## config.mk

```make
export PLATFORM = sky130hd
export DESIGN_NAME = axi_ofdmbbp_rx_cmd_sched_flat
export DESIGN_NICKNAME = d
export VERILOG_FILES = /design/src/rtl/axi_ofdmbbp_rx_cmd_sched_if.sv /design/src/rtl/axi_ofdmbbp_rx_cmd_sched.sv /design/src/flat_wrapper.sv
export SDC_FILE = /design/constraint.sdc
export NUM_CORES = 1
export LEC_CHECK = 0
export CAP_MARGIN = 10
export CORE_ASPECT_RATIO = 1.2
export CORE_MARGIN = 1.5
export CORE_UTILIZATION = 65
export CTS_CLUSTER_SIZE = 16
export DETAILED_ROUTE_END_ITERATION = 10
export GPL_ROUTABILITY_DRIVEN = 0
export PLACE_DENSITY = 0.88
export SLEW_MARGIN = 10
export SYNTH_ARGS = -nofsm -noshare
export SYNTH_HDL_FRONTEND = slang
export SYNTH_SLANG_ARGS = --single-unit
export TNS_END_PERCENT = 10
```

## constraint.sdc

```tcl
create_clock -name up_clk -period 4.9 [get_ports up_clk]
set_clock_uncertainty 0.05 [all_clocks]
set_input_delay 0.98 -clock up_clk [delete_from_list [all_inputs] [get_ports up_clk]]
set_output_delay 0.98 -clock up_clk [all_outputs]
set_load 0.01 [all_outputs]
```

## src/rtl/axi_ofdmbbp_rx_cmd_sched_if.sv

```systemverilog
// Register-bus and command-stream signals of the RX command scheduler.
// cmd_*: the slave holds cmd_valid/cmd_data stable until the cycle where cmd_valid && cmd_ready.
interface axi_ofdmbbp_rx_cmd_sched_if;
   logic        up_wreq;
   logic [13:0] up_waddr;
   logic [31:0] up_wdata;
   logic        up_wack;
   logic        up_rreq;
   logic [13:0] up_raddr;
   logic [31:0] up_rdata;
   logic        up_rack;
   logic        cmd_valid;
   logic [31:0] cmd_data;
   logic        cmd_ready;
   logic        sched_done;

   modport slave (
      input  up_wreq, up_waddr, up_wdata, up_rreq, up_raddr, cmd_ready,
      output up_wack, up_rdata, up_rack, cmd_valid, cmd_data, sched_done
   );

   modport master (
      output up_wreq, up_waddr, up_wdata, up_rreq, up_raddr, cmd_ready,
      input  up_wack, up_rdata, up_rack, cmd_valid, cmd_data, sched_done
   );
endinterface

```

## src/rtl/axi_ofdmbbp_rx_cmd_sched.sv

```systemverilog
// RX command scheduler: a register-programmed table of commands issued (optionally repeated)
// into the RX command FIFO, with a one-deep CPU direct command that takes priority.
module axi_ofdmbbp_rx_cmd_sched #(
   parameter int unsigned TABLE_AW  = 4,
   parameter logic [13:0] BASE_ADDR = 14'h0300
) (
   input logic                        up_clk,
   input logic                        up_rstn,
   axi_ofdmbbp_rx_cmd_sched_if.slave  bus
);
   localparam int unsigned           DEPTH    = 1 << TABLE_AW;
   localparam logic [7:0]            TBL_BASE = 8'h80;
   localparam logic [TABLE_AW-1:0]   IDX_ONE  = 1;

   typedef enum logic [1:0] {S_IDLE, S_RUN, S_ABORT, S_DONE} state_e;

   state_e              state_q;
   logic [TABLE_AW-1:0] cur_idx_q, cur_idx_d;
   logic [7:0]          cur_rep_q, cur_rep_d;
   logic                fetch_end_q, fetch_last_d;
   logic                loop_q;
   logic [TABLE_AW-1:0] last_idx_q;
   logic [7:0]          repeat_q;
   logic                done_q, ovf_q, sched_done_q;
   logic                dir_valid_q;
   logic [31:0]         dir_data_q;
   logic                out_valid_q, out_tbl_q, out_last_q;
   logic [31:0]         out_data_q;
   logic [31:0]         issued_q;
   logic [31:0]         table_q [DEPTH];
   logic                wack_q, rack_q;
   logic [31:0]         rdata_q;

   logic       wr_win, rd_win, wr_ctrl, wr_cfg, wr_dir, wr_tbl, rd_tbl, rd_status;
   logic       start_wr, abort_wr;
   logic [7:0] wr_off, rd_off;
   logic       handshake, out_free, tbl_hs, last_hs, load_dir, fetch_tbl, busy;
   logic [31:0] cfg_w, status_w, rd_mux;

   assign wr_off    = bus.up_waddr[7:0];
   assign rd_off    = bus.up_raddr[7:0];
   assign wr_win    = bus.up_wreq && (bus.up_waddr[13:8] == BASE_ADDR[13:8]);
   assign rd_win    = bus.up_rreq && (bus.up_raddr[13:8] == BASE_ADDR[13:8]);
   assign wr_ctrl   = wr_win && (wr_off == 8'h00);
   assign wr_cfg    = wr_win && (wr_off == 8'h01);
   assign wr_dir    = wr_win && (wr_off == 8'h03);
   assign wr_tbl    = wr_win && ((wr_off >> TABLE_AW) == (TBL_BASE >> TABLE_AW));
   assign rd_tbl    = (rd_off >> TABLE_AW) == (TBL_BASE >> TABLE_AW);
   assign rd_status = rd_win && (rd_off == 8'h02);
   assign start_wr  = wr_ctrl && bus.up_wdata[0];
   assign abort_wr  = wr_ctrl && bus.up_wdata[1];

   assign handshake = out_valid_q && bus.cmd_ready;
   assign out_free  = !out_valid_q || bus.cmd_ready;
   assign tbl_hs    = handshake && out_tbl_q;
   assign last_hs   = tbl_hs && out_last_q;
   assign load_dir  = out_free && dir_valid_q;
   // An abort arriving this cycle must not pull in a fresh table entry behind it.
   assign fetch_tbl = out_free && !dir_valid_q && (state_q == S_RUN) && !fetch_end_q && !abort_wr;
   assign busy      = (state_q != S_IDLE);

   // Position of the entry after the one being fetched now; last_idx is compared live.
   always_comb begin
      cur_idx_d    = cur_idx_q;
      cur_rep_d    = cur_rep_q;
      fetch_last_d = 1'b0;
      if (cur_idx_q != last_idx_q) begin
         cur_idx_d = cur_idx_q + IDX_ONE;
      end else if (loop_q || (cur_rep_q != repeat_q)) begin
         cur_idx_d = '0;
         if (!loop_q) cur_rep_d = cur_rep_q + 8'd1;
      end else begin
         fetch_last_d = 1'b1;
      end
   end

   always_ff @(posedge up_clk or negedge up_rstn) begin
      if (!up_rstn) begin
         state_q      <= S_IDLE;
         cur_idx_q    <= '0;
         cur_rep_q    <= '0;
         fetch_end_q  <= 1'b0;
         done_q       <= 1'b0;
         ovf_q        <= 1'b0;
         sched_done_q <= 1'b0;
         dir_valid_q  <= 1'b0;
         dir_data_q   <= '0;
         out_valid_q  <= 1'b0;
         out_tbl_q    <= 1'b0;
         out_last_q   <= 1'b0;
         out_data_q   <= '0;
         issued_q     <= '0;
      end else begin
         sched_done_q <= 1'b0;
         if (rd_status) begin
            done_q <= 1'b0;
            ovf_q  <= 1'b0;
         end
         if (wr_dir && dir_valid_q) ovf_q <= 1'b1;
         if (load_dir) dir_valid_q <= 1'b0;
         if (wr_dir && !dir_valid_q) begin
            dir_valid_q <= 1'b1;
            dir_data_q  <= bus.up_wdata;
         end

         if (handshake) begin
            out_valid_q <= 1'b0;
            issued_q    <= issued_q + 32'd1;
         end
         if (load_dir) begin
            out_valid_q <= 1'b1;
            out_data_q  <= dir_data_q;
            out_tbl_q   <= 1'b0;
            out_last_q  <= 1'b0;
         end else if (fetch_tbl) begin
            out_valid_q <= 1'b1;
            out_data_q  <= table_q[cur_idx_q];
            out_tbl_q   <= 1'b1;
            out_last_q  <= fetch_last_d;
            cur_idx_q   <= cur_idx_d;
            cur_rep_q   <= cur_rep_d;
            fetch_end_q <= fetch_last_d;
         end

         case (state_q)
            S_IDLE: begin
               if (start_wr && !abort_wr) begin
                  state_q     <= S_RUN;
                  cur_idx_q   <= '0;
                  cur_rep_q   <= '0;
                  fetch_end_q <= 1'b0;
               end
            end
            S_RUN: begin
               if (abort_wr) begin
                  state_q <= (out_valid_q && out_tbl_q && !bus.cmd_ready) ? S_ABORT : S_IDLE;
               end else if (last_hs) begin
                  state_q      <= S_DONE;
                  done_q       <= 1'b1;
                  sched_done_q <= 1'b1;
               end
            end
            S_ABORT: begin
               if (tbl_hs || !(out_valid_q && out_tbl_q)) state_q <= S_IDLE;
            end
            S_DONE: state_q <= S_IDLE;
            default: state_q <= S_IDLE;
         endcase
      end
   end

   always_ff @(posedge up_clk or negedge up_rstn) begin
      if (!up_rstn) begin
         for (int i = 0; i < DEPTH; i++) table_q[i] <= '0;
      end else if (wr_tbl) begin
         table_q[wr_off[TABLE_AW-1:0]] <= bus.up_wdata;
      end
   end

   // STATUS[17:16] exposes the FSM state for debug visibility.
   always_comb begin
      cfg_w                     = '0;
      cfg_w[TABLE_AW-1:0]       = last_idx_q;
      cfg_w[15:8]               = repeat_q;
      status_w                  = '0;
      status_w[0]               = busy;
      status_w[1]               = done_q;
      status_w[2]               = ovf_q;
      status_w[4 +: TABLE_AW]   = cur_idx_q;
      status_w[15:8]            = cur_rep_q;
      status_w[17:16]           = state_q;
      rd_mux                    = '0;
      case (rd_off)
         8'h01:   rd_mux = cfg_w;
         8'h02:   rd_mux = status_w;
         8'h04:   rd_mux = issued_q;
         default: if (rd_tbl) rd_mux = table_q[rd_off[TABLE_AW-1:0]];
      endcase
   end

   always_ff @(posedge up_clk or negedge up_rstn) begin
      if (!up_rstn) begin
         wack_q     <= 1'b0;
         rack_q     <= 1'b0;
         rdata_q    <= '0;
         loop_q     <= 1'b0;
         last_idx_q <= '0;
         repeat_q   <= '0;
      end else begin
         wack_q  <= wr_win;
         rack_q  <= rd_win;
         rdata_q <= rd_win ? rd_mux : '0;
         if (wr_ctrl) loop_q <= bus.up_wdata[2];
         if (wr_cfg) begin
            last_idx_q <= bus.up_wdata[TABLE_AW-1:0];
            repeat_q   <= bus.up_wdata[15:8];
         end
      end
   end

   assign bus.up_wack    = wack_q;
   assign bus.up_rack    = rack_q;
   assign bus.up_rdata   = rdata_q;
   assign bus.cmd_valid  = out_valid_q;
   assign bus.cmd_data   = out_data_q;
   assign bus.sched_done = sched_done_q;
endmodule

```

## src/flat_wrapper.sv

```systemverilog
// flat-port wrapper written by rule: the top's interface ports become plain ports
module axi_ofdmbbp_rx_cmd_sched_flat 
#(
   parameter int unsigned TABLE_AW  = 4,
   parameter logic [13:0] BASE_ADDR = 14'h0300
)
  (up_clk, up_rstn, bus_up_wreq, bus_up_waddr, bus_up_wdata, bus_up_rreq, bus_up_raddr, bus_cmd_ready, bus_up_wack, bus_up_rdata, bus_up_rack, bus_cmd_valid, bus_cmd_data, bus_sched_done);
  axi_ofdmbbp_rx_cmd_sched_if bus_i ();
  input logic up_clk;
  input logic up_rstn;
  input wire logic [$bits(bus_i.up_wreq)-1:0] bus_up_wreq;
  input wire logic [$bits(bus_i.up_waddr)-1:0] bus_up_waddr;
  input wire logic [$bits(bus_i.up_wdata)-1:0] bus_up_wdata;
  input wire logic [$bits(bus_i.up_rreq)-1:0] bus_up_rreq;
  input wire logic [$bits(bus_i.up_raddr)-1:0] bus_up_raddr;
  input wire logic [$bits(bus_i.cmd_ready)-1:0] bus_cmd_ready;
  output wire logic [$bits(bus_i.up_wack)-1:0] bus_up_wack;
  output wire logic [$bits(bus_i.up_rdata)-1:0] bus_up_rdata;
  output wire logic [$bits(bus_i.up_rack)-1:0] bus_up_rack;
  output wire logic [$bits(bus_i.cmd_valid)-1:0] bus_cmd_valid;
  output wire logic [$bits(bus_i.cmd_data)-1:0] bus_cmd_data;
  output wire logic [$bits(bus_i.sched_done)-1:0] bus_sched_done;
  assign bus_i.up_wreq = bus_up_wreq;
  assign bus_i.up_waddr = bus_up_waddr;
  assign bus_i.up_wdata = bus_up_wdata;
  assign bus_i.up_rreq = bus_up_rreq;
  assign bus_i.up_raddr = bus_up_raddr;
  assign bus_i.cmd_ready = bus_cmd_ready;
  assign bus_up_wack = bus_i.up_wack;
  assign bus_up_rdata = bus_i.up_rdata;
  assign bus_up_rack = bus_i.up_rack;
  assign bus_cmd_valid = bus_i.cmd_valid;
  assign bus_cmd_data = bus_i.cmd_data;
  assign bus_sched_done = bus_i.sched_done;
  axi_ofdmbbp_rx_cmd_sched #(.TABLE_AW(TABLE_AW), .BASE_ADDR(BASE_ADDR)) u_core (.up_clk(up_clk), .up_rstn(up_rstn), .bus(bus_i));
endmodule
```

# ---- Yosys cells after proc, flatten, opt, wreduce, memory -nomap -nowiden
# Cells that the tools add are included.
# Widths: inputs -> output; s select.
dict set report word_totals {
  output_inout_bits 68
  reg_bits 677
  wordCells 160
  in_bits 65
}
dict set report op_classes {
  eq_ne 17
  magnitude_cmp 4
  mux 57
  addsub 3
  n_reduce_logical 40
  n_bitwise 3
}
# operator count
set op_table {}
lappend op_table {{$bwmux 512} 1}
lappend op_table {{$mux 32} 9}
lappend op_table {{$bmux 32 s4} 2}
lappend op_table {{$demux 32 s4} 1}
lappend op_table {{$pmux 32 s3} 1}
lappend op_table {{$mux 8} 7}
lappend op_table {{$add 32x1->32 const B} 1}
lappend op_table {{$mux 1} 24}
lappend op_table {{$mux 4} 6}
lappend op_table {{$logic_and 1x1->1} 23}
lappend op_table {{$eq 8x1->1 const B} 2}
lappend op_table {{$eq 8x2->1 const B} 2}
lappend op_table {{$ge 5x5->1 const B} 3}
lappend op_table {{$not 4->5} 3}
lappend op_table {{$eq 6x2->1 const B} 2}
lappend op_table {{$mux 2} 5}
lappend op_table {{$add 8x1->8 const B} 1}
lappend op_table {{$eq 4x4->1 const B} 2}
lappend op_table {{$eq 8x3->1 const B} 1}
lappend op_table {{$logic_not 8->1} 1}
lappend op_table {{$ne 8x8->1} 1}
lappend op_table {{$pmux 2 s4} 1}
lappend op_table {{$reduce_bool 2->1} 4}
lappend op_table {{$logic_not 1->1} 6}
lappend op_table {{other kinds (11)} 15}

# ---- Logic depth before layout (Yosys ltp)
# Gate-level depths: netlist of the first run.
dict set report depth {
  word_depth 10
  ltp_mapped 8
  mapped_depth_nobuf 6
}

# ---- Worst setup path after synthesis of the first run
# No wires, ideal clock.
dict set report synth_path {
  kind {input-to-reg}
  start {in bus_up_waddr[10]}
  end {reg u_core.dir_data_q[10]}
  path_buffers 2
  setup_time_ps 125
  t_arrival_ps 2980
  cell_stages 6
  setup_slack_ps 1745
  required_time_ps 4725
  path_cell_list {or4b_1 > buf_2 > or4_4 > nor3_4 > buf_6 > mux2_2}
}
dict set report synth_between {
  elab_chain_cells 4
}
# element line_no
set synth_rtl {}
lappend synth_rtl {{start, declared} flat_wrapper.sv:12} ;# input wire logic [$bits(bus_i.up_waddr)-1:0] bus_up_waddr;
lappend synth_rtl {{$eq 6x2->1} axi_ofdmbbp_rx_cmd_sched.sv:42} ;# assign wr_win = bus.up_wreq && (bus.up_waddr[13:8] == BASE_ADDR[13:8]);
lappend synth_rtl {{$logic_and 1x1->1} axi_ofdmbbp_rx_cmd_sched.sv:42}
lappend synth_rtl {{$logic_and 1x1->1} axi_ofdmbbp_rx_cmd_sched.sv:46} ;# assign wr_dir = wr_win && (wr_off == 8'h03);
lappend synth_rtl {{$logic_and 1x1->1} axi_ofdmbbp_rx_cmd_sched.sv:101} ;# if (wr_dir && !dir_valid_q) begin
lappend synth_rtl {{end signal, assigned} axi_ofdmbbp_rx_cmd_sched.sv:103} ;# dir_data_q <= bus.up_wdata;
lappend synth_rtl {{end, declared} axi_ofdmbbp_rx_cmd_sched.sv:26} ;# logic [31:0] dir_data_q;
# No other way between the ends.
# A chain may end at the register's enable or synchronous reset.

# ---- Final worst setup path of the first run
dict set report layout_path {
  start {in bus_up_waddr[10]}
  end {reg u_core.out_data_q[8], in the netlist u_core.bus.cmd_data[8]}
}
dict set report layout_between {
  elab_chain_cells 7
}
# element line_no
set layout_rtl {}
lappend layout_rtl {{$eq 6x2->1} axi_ofdmbbp_rx_cmd_sched.sv:42}
lappend layout_rtl {{$logic_and 1x1->1} axi_ofdmbbp_rx_cmd_sched.sv:42}
lappend layout_rtl {{$logic_and 1x1->1} axi_ofdmbbp_rx_cmd_sched.sv:44} ;# assign wr_ctrl = wr_win && (wr_off == 8'h00);
lappend layout_rtl {{$logic_and 1x1->1} axi_ofdmbbp_rx_cmd_sched.sv:51} ;# assign abort_wr = wr_ctrl && bus.up_wdata[1];
lappend layout_rtl {{$logic_not 1->1} axi_ofdmbbp_rx_cmd_sched.sv:59} ;# assign fetch_tbl = out_free && !dir_valid_q && (state_q == S_RUN) && !fetch_end_q && !abort_wr;
lappend layout_rtl {{$logic_and 1x1->1} axi_ofdmbbp_rx_cmd_sched.sv:59}
lappend layout_rtl {{$reduce_bool 2->1 (no line)} -}
lappend layout_rtl {{end signal, assigned} axi_ofdmbbp_rx_cmd_sched.sv:112} ;# out_data_q <= dir_data_q;
lappend layout_rtl {{end signal, assigned} axi_ofdmbbp_rx_cmd_sched.sv:117} ;# out_data_q <= table_q[cur_idx_q];
lappend layout_rtl {{end, declared} axi_ofdmbbp_rx_cmd_sched.sv:28} ;# logic [31:0] out_data_q;
# No other way between the ends.

==> metrics.md, run 1 <==
| Metric | Value |
|---|---|
| Vias after detailed routing | `23.0k` |
| Placed instance count | `2978` |
| Total GRT Usage | `0.375` |
| Syn Area/Cell | `14.9 um^2` |
| Core area | `51600 um^2` |
| Ports | `133` |
| Final net count | `2420` |
| Max_cap viols | `0` |
| Vias per cell | `7.40` |
| CP required | `5.36 ns` |
| Tmin final | `3.52 ns` |
| Die Width | `212 um` |
| CP Max Fanout | `24` |
| Fin worst setup slack | `1.38 ns` |
| TritonCTS Buffers | `68` |
| Ratio of cells with drive above 1 in the final layout | `0.420` |
| Final Hold Fails | `0` |
| Syn. warnings | `0` |
| Mapped Area | `34100 um^2` |
| First-pass GRT wire length | `149 mm` |
| FFs w/ async S/R, synth | `1.00` |
| P&R area growth vs syn | `12.9%` |
| Non-Filler Instances | `3103` |
| Area of the multi-input gates | `16300 um^2` |
| FP Rows | `91` |
| Synth cell types | `61` |
| CTS max path bufs | `3` |
| Pin count of the biggest net entering global routing | `113` |
| Leak | `17.2 nW` |
| Initial antenna violation count | `0` |
| Max-slew headroom | `0.194` |
| Initial core utilization | `0.662` |
| Dpl ws | `0.774 ns` |
| Worst R2R Path Depth | `6` |
| Placed cell area | `36200 um^2` |
| Die ar. | `53900 um^2` |
| Worst Tran Pin Value | `1.21 ns` |
| # fillers | `2967` |
| Die Y | `254 um` |
| Htree depth | `3` |
| CTS tree | `built` |
| Worst Setup Path Type | `in2reg` |
| Setup Fix Bufs, Post-CTS | `0` |
| RSZ-0062 raised after global routing | `false` |
| Post-route ant nets | `0` |
| P per Cell Area | `299 nW/um^2` |
| ANT cells | `0` |
| Setup Total Neg Slack | `0 ns` |
| Hold Crit Class | `in2async` |
| Worst-path clk slew | `0.06 ns` |
| Post-cts resize count | `0` |
| Max-slew violations | `0` |
| Outcome | `finished, final reports clean` |
| Worst reg2reg setup slack | `1.81 ns` |
| Clock latency on the worst-skew pair | `0.63 ns` |
| Final period util | `0.719` |
| Syn_nets | `2359` |
| DP Wirelength | `56.5 mm` |
| Gate Count Post-Synth | `2291` |
| DRT Pass-1 Iters | `6` |
| Hold Buf Count CTS | `0` |
| Wire per inst | `31.5 um` |
| Post-layout util | `0.747` |
| Post-synth EDFFs | `0` |
| Yosys reg bits | `677` |
| Pwr Total | `11.5 mW` |
| Count of final setup violators | `0` |
| Synth Flop Type | `dfrtp_1` |
| TritonCTS Sinks | `677` |
| Fin Hold WS | `0.395 ns` |
| Drt drc | `0` |
| CP Capture Type | `flop` |
| Design Area, Final | `38500 um^2` |
| 1st-iter DRT viols | `2526` |
| Overflow after GRT | `0` |
| Clk root buf | `clkbuf_16` |
| Startpoint Class | `primary input` |
| WL final | `97.6 mm` |
| Sequential share of the synthesized area | `0.497` |
| Port bufs | `132` |
| Max frequency | `284 MHz` |
| Vias in the first global route | `24.5k` |
| Register area | `17000 um^2` |
| CP arrival | `3.99 ns` |
| Worst vdd ir | `321 uV` |
[registers in the layout, indices dropped and copies added, names as in the netlist]
signal and flops:
u_core.out_last_q 1, u_core.last_idx_q 4, u_core.loop_q 1, u_core.state_q 2, u_core.ovf_q 1, u_core.bus.cmd_data 32
u_core.bus.up_rack 1, u_core.fetch_end_q 1, u_core.done_q 1, u_core.bus.up_rdata 32, u_core.bus.cmd_valid 1, u_core.table_q 512
u_core.repeat_q 8, u_core.bus.up_wack 1, u_core.dir_data_q 32, u_core.bus.sched_done 1, u_core.dir_valid_q 1, u_core.issued_q 32
u_core.cur_idx_q 4, u_core.out_tbl_q 1, u_core.cur_rep_q 8
[synthesized netlist by cell type, types with 2 or more instances]
master / n / area share
or4_1: 8 / 0.0018
nor4_1: 10 / 0.0018
inv_1: 11 / 0.0012
or4_4: 2 / 0.00066
a22oi_1: 8 / 0.0018
nand2_1: 31 / 0.0034
and3_1: 6 / 0.0011
or2_2: 4 / 0.00073
mux2_2: 535 / 0.18
o21ai_0: 25 / 0.0037
xor2_1: 9 / 0.0023
nor3_1: 8 / 0.0012
buf_6: 10 / 0.0033
a22o_1: 24 / 0.0062
nor2_1: 39 / 0.0043
nor4b_1: 2 / 0.00051
buf_1: 22 / 0.0024
o22ai_1: 17 / 0.0031
or4b_2: 2 / 0.00059
mux2_1: 24 / 0.0079
o31ai_1: 5 / 0.0011
ha_1: 3 / 0.0011
a211oi_1: 80 / 0.018
nand3b_1: 2 / 0.00044
a21oi_1: 34 / 0.0050
a21o_1: 2 / 0.00044
nor2b_1: 52 / 0.0095
mux2i_1: 50 / 0.015
o32ai_1: 15 / 0.0039
buf_2: 69 / 0.010
clkbuf_1: 106 / 0.012
xnor2_1: 34 / 0.0087
or3_1: 9 / 0.0017
nand4_1: 14 / 0.0026
o211ai_1: 4 / 0.00088
dfrtp_1: 677 / 0.50
nand2b_1: 7 / 0.0013
mux4_2: 256 / 0.17
nand3_1: 20 / 0.0029
a221o_1: 32 / 0.0094
nor3_2: 3 / 0.00088
[cell families (layout without fill, tap and decap cells)]
family,Yosys count,in the layout,share of synthesized area
AOI/OAI and AO/OA,254,254,0.0553
xor gates and xnor gates,43,43,0.0110
adders and majority gates,3,3,0.00110
buffers and inverters,219,334,0.0289
DFF,677,677,0.497
muxes,865,865,0.368
and+or+nand+nor,230,230,0.0390
[final timing paths]
kind                                      from                      end
max in group asynchronous              up_rstn      u_core.table_q[278]
setup reg to reg           u_core.cur_idx_q[0]  u_core.bus.cmd_data[27]
hold / removal                         up_rstn   u_core.bus.up_rdata[3]
setup / recovery              bus_up_waddr[10]   u_core.bus.cmd_data[8]
hold reg to reg            u_core.issued_q[31]      u_core.issued_q[31]
min in group up_clk        u_core.issued_q[31]      u_core.issued_q[31]
[area by class of cell]
cell class              instances  share of cell area
repair buffers                199              0.0531
clock inverters                22             0.00747
well taps                     697              0.0226
multi-input cells            1395               0.423
flip-flops and latches        677               0.440
inverters                      11             0.00107
clock buffers                 102              0.0522
[worst max-delay path: stages]
cell and delay (ns):
clkdlybuf4s50_1 0.39, or4b_1 0.71, or4_4 0.63, o21ai_4 0.43, buf_4 0.42, a211oi_1 0.10, a221o_1 0.31
[cell usage in the layout (no fill, tap or decap), types with 14 or more instances in the layout]
cell,instances
dfrtp_1,673
mux2_2,535
mux4_2,256
clkdlybuf4s50_1,127
a211oi_1,80
clkbuf_16,68
nor2b_1,51
mux2i_1,50
buf_4,49
a21oi_1,34
xnor2_1,34
nor2_1,33
a221o_1,32
nand2_1,28
o21ai_0,25
a22o_1,24
mux2_1,24
clkbuf_8,18
buf_12,18
o22ai_1,17
nand3_1,17
clkbuf_1,16
o32ai_1,15
nand4_1,14
[routing by layer]
| layer | vias up | GRT usage | part of all wire |
|---|---|---|---|
| met1 | 12100 | 0.460 | 0.35 |
| met2 | 1510 | 0.600 | 0.48 |
| li1 | 8982 | - | - |
| met4 | 0 | 0.272 | 0.077 |
| met5 | - | 0 | 0 |
| met3 | 426 | 0.0722 | 0.090 |
[report_power, final]
| group | internal (mW) | switching, mW |
|---|---|---|
| Sequential | 5.61 | 0.0171 |
| Clock | 3.09 | 2.31 |
| Combinational | 0.160 | 0.337 |
Note: power is estimated with default switching activity, not from simulation.
==> inputs of run 2 (changes only) <==
Settings changed: CORE_UTILIZATION 65 to 56, PLACE_DENSITY 0.88 to 0.81.
Clock period 4.9 ns to 2.9 ns, I/O delays scaled along.
==> run 2 against run 1 <==
Clock power grew 76%; design area grew 3.7%; total power grew 73%; global-route usage shrank 5.4 points; critical path depth grew 2; sequential power grew 69%; cell count grew 6.6%; sequential share of layout area shrank 1.6 points; critical path type unchanged; critical endpoint is now u_core.cur_idx_q[2]; largest power group unchanged; highest routed layer is now met5.
==> metrics.md, run 2 (same netlist as run 1, synthesis figures left out) <==
| Metric | Value |
|---|---|
| Outcome | `finished, final reports clean` |
| Die Width | `228 um` |
| Fin Hold WS | `0.430 ns` |
| Startpoint Class | `primary input` |
| TritonCTS Sinks | `677` |
| Final period util | `0.977` |
| Count of final setup violators | `0` |
| Leak | `17.9 nW` |
| 1st-iter DRT viols | `2277` |
| Die ar. | `62400 um^2` |
| Clock latency on the worst-skew pair | `0.63 ns` |
| FP Rows | `98` |
| CTS max path bufs | `3` |
| Vias in the first global route | `24.7k` |
| Setup Total Neg Slack | `0 ns` |
| P&R area growth vs syn | `17.1%` |
| Worst Tran Pin Value | `0.870 ns` |
| Vias after detailed routing | `23.2k` |
| Htree depth | `3` |
| Critical path origin | `bus_up_waddr[10]` |
| Final net count | `2523` |
| Initial core utilization | `0.569` |
| Max-slew headroom | `0.415` |
| Post-route ant nets | `0` |
| DRT Pass-1 Iters | `5` |
| TritonCTS Buffers | `68` |
| Hold Crit Class | `in2async` |
| Drt drc | `0` |
| CP Capture Type | `flop` |
| Pin count of the biggest net entering global routing | `101` |
| Max reg flops | `512` |
| Tmin final | `2.83 ns` |
| CTS tree | `built` |
| # fillers | `3951` |
| Critical-path top delay cell | `or4_4` |
| Die Y | `273 um` |
| CP Max Fanout | `30` |
| Crit path cell chain | `clkdlybuf4s50_1, or4b_1, buf_4, or4_4, o21ai_4, buf_12, buf_4, a211oi_1, o21ai_0` |
| Ratio of cells with drive above 1 in the final layout | `0.444` |
| Most frequent cells in the layout | `673 x dfrtp_1, 535 x mux2_2, 256 x mux4_2` |
| Most common cell after layout, fill and taps aside | `dfrtp_1` |
| ANT cells | `0` |
| Worst vdd ir | `704 uV` |
| FF-to-FF Start | `u_core.cur_idx_q[0]` |
| Core area | `60000 um^2` |
| P per Cell Area | `498 nW/um^2` |
| Ports | `133` |
| CP arrival | `3.28 ns` |
| Pwr Total | `19.9 mW` |
| Worst-path clk slew | `0.06 ns` |
| Total GRT Usage | `0.322` |
| Max frequency | `353 MHz` |
| Final Hold Fails | `0` |
| Post-layout util | `0.666` |
| Clk root buf | `clkbuf_16` |
| CP required | `3.35 ns` |
| Overflow after GRT | `0` |
| Wire per inst | `29.8 um` |
| Max-slew violations | `0` |
| First-pass GRT wire length | `151 mm` |
| WL final | `98.6 mm` |
| Worst Setup Path Type | `in2reg` |
| Initial antenna violation count | `3` |
| Largest register by flop count | `u_core.table_q` |
| Port bufs | `132` |
| Most frequent CP cell | `buf_4` |
| Vias per cell | `7.00` |
| RSZ-0062 raised after global routing | `false` |
| Max incr delay on CP | `0.57 ns` |
| Max_cap viols | `0` |
| DP Wirelength | `61.1 mm` |
| Post-cts resize count | `0` |
==> run 2: cell types whose count changed in the layout (fill, tap and decap cells not counted), moves of 2 or more <==
cell,delta
bufinv_16,+2
clkbuf_1,-3
clkinvlp_4,+3
clkinv_2,-4
clkbuf_8,+2
clkbuf_16,+4
buf_12,+33
buf_4,+69
clkinv_8,-2
==> run 2: worst max-delay path, delay by kind of cell <==
| kind | cells | cell delay [ns] |
|---|---|---|
| compound gates | 3 | 0.54 |
| simple gates | 2 | 1.11 |
| buf+inv | 4 | 1.03 |
==> run 2: worst paths after layout <==
check                                       to  slack [ns]  depth (start not counted)
setup / recovery           u_core.cur_idx_q[2]        0.07                          9
hold / removal              u_core.table_q[56]        0.43                          2
setup reg to reg           u_core.cur_rep_q[5]        0.19                          6
hold reg to reg                  u_core.done_q        0.43                          1
max in group asynchronous  u_core.table_q[483]        1.41                          4
min in group up_clk              u_core.done_q        0.43                          1
==> run 2: where the power goes <==
group / total (mW) / switching (mW) / internal (mW) / leakage, nW
Clock: 9.49 / 3.87 / 5.62 / 1.18
Combinational: 0.893 / 0.579 / 0.314 / 7.49
Sequential: 9.50 / 0.0305 / 9.47 / 9.22
Total: 19.9 / 4.48 / 15.4 / 17.9
==> run 2: layout make-up <==
type | instances | area (um^2) | share of cell area
Clock buffer | 105 | 2130 | 0.0532
Clock inverter | 19 | 287 | 0.00717
Inverter | 11 | 41.3 | 0.00103
Multi-Input combinational cell | 1395 | 16300 | 0.408
Sequential cell | 677 | 17000 | 0.424
Tap cell | 800 | 1000 | 0.0251
Timing Repair Buffer | 302 | 3240 | 0.0810
==> run 2: stage by stage <==
step | instances | instance area [um^2] | worst slack, ns
after floorplan | 2291 | 34100 | 0.145
after global placement | 3184 | 37500 | -0.418
after detailed placement | 3184 | 37500 | -0.516
after CTS | 3309 | 39900 | 0.127
after global routing | 3309 | 39900 | 0.0251
final | 3309 | 39900 | 0.0678
==> run 2: per-layer routing <==
layer  up-vias  GRT usage  wire, um
met4         6      0.170      5360
li1       9196          -         -
met2      1366      0.524     48000
met1     12200      0.406     35700
met3       348     0.0717      9530
met5         -          0        34
==> run 2: what timing repair did <==
item	CTS	global route
hold endpoints to repair	40	0
hold buffers	1	0
setup buffers	0	0
==> inputs of run 3 (changes only) <==
Settings changed: ABC_CLOCK_PERIOD_IN_PS set to 2900, CORE_UTILIZATION 56 to 58, DONT_BUFFER_PORTS set to 1, PLACE_DENSITY 0.81 to 0.8.
==> run 3 against run 2 <==
The run now ends with hold timing, slew limit left; worst hold slack worse by 0.81 ns; global-route usage decreased by 0.49 points; clock power fell by 3.1%; combinational power down 74%; worst setup slack worse by 0.037 ns; sequential share of layout area grew 2.6 points; clock-buffer cell count down 8; total power decreased by 4.7%; sequential power about the same.
==> metrics.md, run 3 (same netlist as run 1, synthesis figures left out) <==
| Metric | Value |
|---|---|
| Leak | `16.9 nW` |
| CTS tree | `built` |
| CP Max Fanout | `677` |
| CTS max path bufs | `3` |
| Die ar. | `60300 um^2` |
| Die Y | `269 um` |
| Pin count of the biggest net entering global routing | `678` |
| Vias in the first global route | `22.9k` |
| 1st-iter DRT viols | `2225` |
| Tmin final | `2.87 ns` |
| Part of the power in registers | `0.502` |
| Max-slew violations | `538` |
| Clock power frac | `0.486` |
| Initial core utilization | `0.586` |
| Max_cap viols | `0` |
| Initial antenna violation count | `1` |
| Count of final setup violators | `0` |
| Ratio of cells with drive above 1 in the final layout | `0.446` |
| Most common cell after layout, fill and taps aside | `dfrtp_1` |
| First-pass GRT wire length | `142 mm` |
| Final Hold Fails | `159` |
| CP required | `2.31 ns` |
| Ports | `133` |
| Post-route ant nets | `0` |
| Total GRT Usage | `0.317` |
| Failing checks | `hold timing, slew limit` |
| Internal Power | `15.0 mW` |
| Final net count | `2310` |
| Vias after detailed routing | `21.6k` |
| Startpoint Class | `primary input` |
| Gate power share | `0.012` |
| Max frequency | `349 MHz` |
| Clk root buf | `clkbuf_16` |
| Switching share of total power | `0.211` |
| Fin Hold WS | `-0.384 ns` |
| Hold Crit Class | `in2async` |
| Worst Tran Pin Value | `3.41 ns` |
| Port bufs | `0` |
| CP arrival | `2.28 ns` |
| DRT Pass-1 Iters | `5` |
| WL final | `93.1 mm` |
| Final period util | `0.989` |
| Largest register by flop count | `u_core.table_q` |
| Worst reg2reg setup slack | `0.32 ns` |
| Vias per cell | `7.11` |
| Wire per inst | `30.6 um` |
| TritonCTS Sinks | `677` |
| Post-cts resize count | `0` |
| DP Wirelength | `55.6 mm` |
| Clock latency on the worst-skew pair | `0.62 ns` |
| CP Capture Type | `async pin` |
| Max reg flops | `512` |
| Worst-path clk slew | `0.06 ns` |
| P per Cell Area | `504 nW/um^2` |
| TritonCTS Buffers | `70` |
| Max-slew headroom | `-1.28` |
| Post-layout util | `0.646` |
| Drt drc | `0` |
| Most frequent cells in the layout | `673 x dfrtp_1, 535 x mux2_2, 256 x mux4_2` |
| Switching power | `4.00 mW` |
| Outcome | `finished with violations` |
| Die Width | `224 um` |
| FP Rows | `97` |
| Worst Setup Path Type | `in2async` |
| Core area | `58300 um^2` |
| Overflow after GRT | `0` |
| P&R area growth vs syn | `10.3%` |
| Setup Fix Bufs, Post-CTS | `0` |
| Htree depth | `3` |
| RSZ-0062 raised after global routing | `false` |
| Worst vdd ir | `535 uV` |
run 3: changes by cell type in the layout (fill, tap and decap cells not counted), moves of 2 or more:
cell / before / now
buf_12: 51 / 33
buf_2: 2 / 0
buf_4: 118 / 54
buf_6: 2 / 0
clkbuf_1: 13 / 16
clkbuf_8: 20 / 10
clkdlybuf4s50_1: 127 / 0
clkinv_2: 6 / 13
clkinv_8: 1 / 3
clkinvlp_4: 3 / 1
diode_2: 0 / 2
inv_6: 1 / 3
run 3: layout make-up:
| type | instances | area [um^2] |
|---|---|---|
| Antenna cell | 2 | 5.00 |
| Clock buffer | 97 | 1970 |
| Clock inverter | 27 | 358 |
| Fill cell | 3978 | 20600 |
| Inverter | 11 | 41.3 |
| Multi-Input combinational cell | 1395 | 16300 |
| Sequential cell | 677 | 17000 |
| Tap cell | 742 | 928 |
| Timing Repair Buffer | 87 | 1070 |
run 3: per-stage QoR:
step	area (um^2)	cells	worst slack [ns]	power [mW]	TNS [ns]
4_1_cts	37600	3036	0.304	19.0	0
6_report	37600	3038	0.0311	19.0	0
3_3_place_gp	35300	2912	-0.177	9.91	-24.13
5_1_grt	37600	3036	0.218	19.4	0
3_5_place_dp	35300	2912	-0.117	9.92	-16.11
2_1_floorplan	34100	2291	0.145	10.0	0
run 3: power groups by stage:
stage / Clock, mW / Combinational [mW] / Sequential, mW
3_3_place_gp: 0 / 0.227 / 9.69
6_report: 9.20 / 0.236 / 9.52
2_1_floorplan: 0 / 0.322 / 9.68
5_1_grt: 9.67 / 0.242 / 9.51
3_5_place_dp: 0 / 0.232 / 9.69
4_1_cts: 9.30 / 0.234 / 9.51
run 3: routing by layer:
layer / global-route usage / up-vias / routed length (um)
li1: - / 8755 / -
met1: 0.389 / 11600 / 34300
met2: 0.533 / 991 / 47100
met3: 0.0623 / 249 / 6590
met4: 0.172 / 0 / 5040
met5: 0 / - / 0
run 3: final timing paths:
kind | start | end | cells after the start
max in group up_clk | u_core.cur_idx_q[0] | u_core.bus.cmd_data[19] | 7
min reg2reg | u_core.issued_q[31] | u_core.issued_q[31] | 1
min in group up_clk | bus_up_wdata[21] | u_core.table_q[341] | 1
max reg2reg | u_core.cur_idx_q[0] | u_core.bus.cmd_data[19] | 7
min | up_rstn | u_core.table_q[247] | 0
max | up_rstn | u_core.cur_idx_q[0] | 0
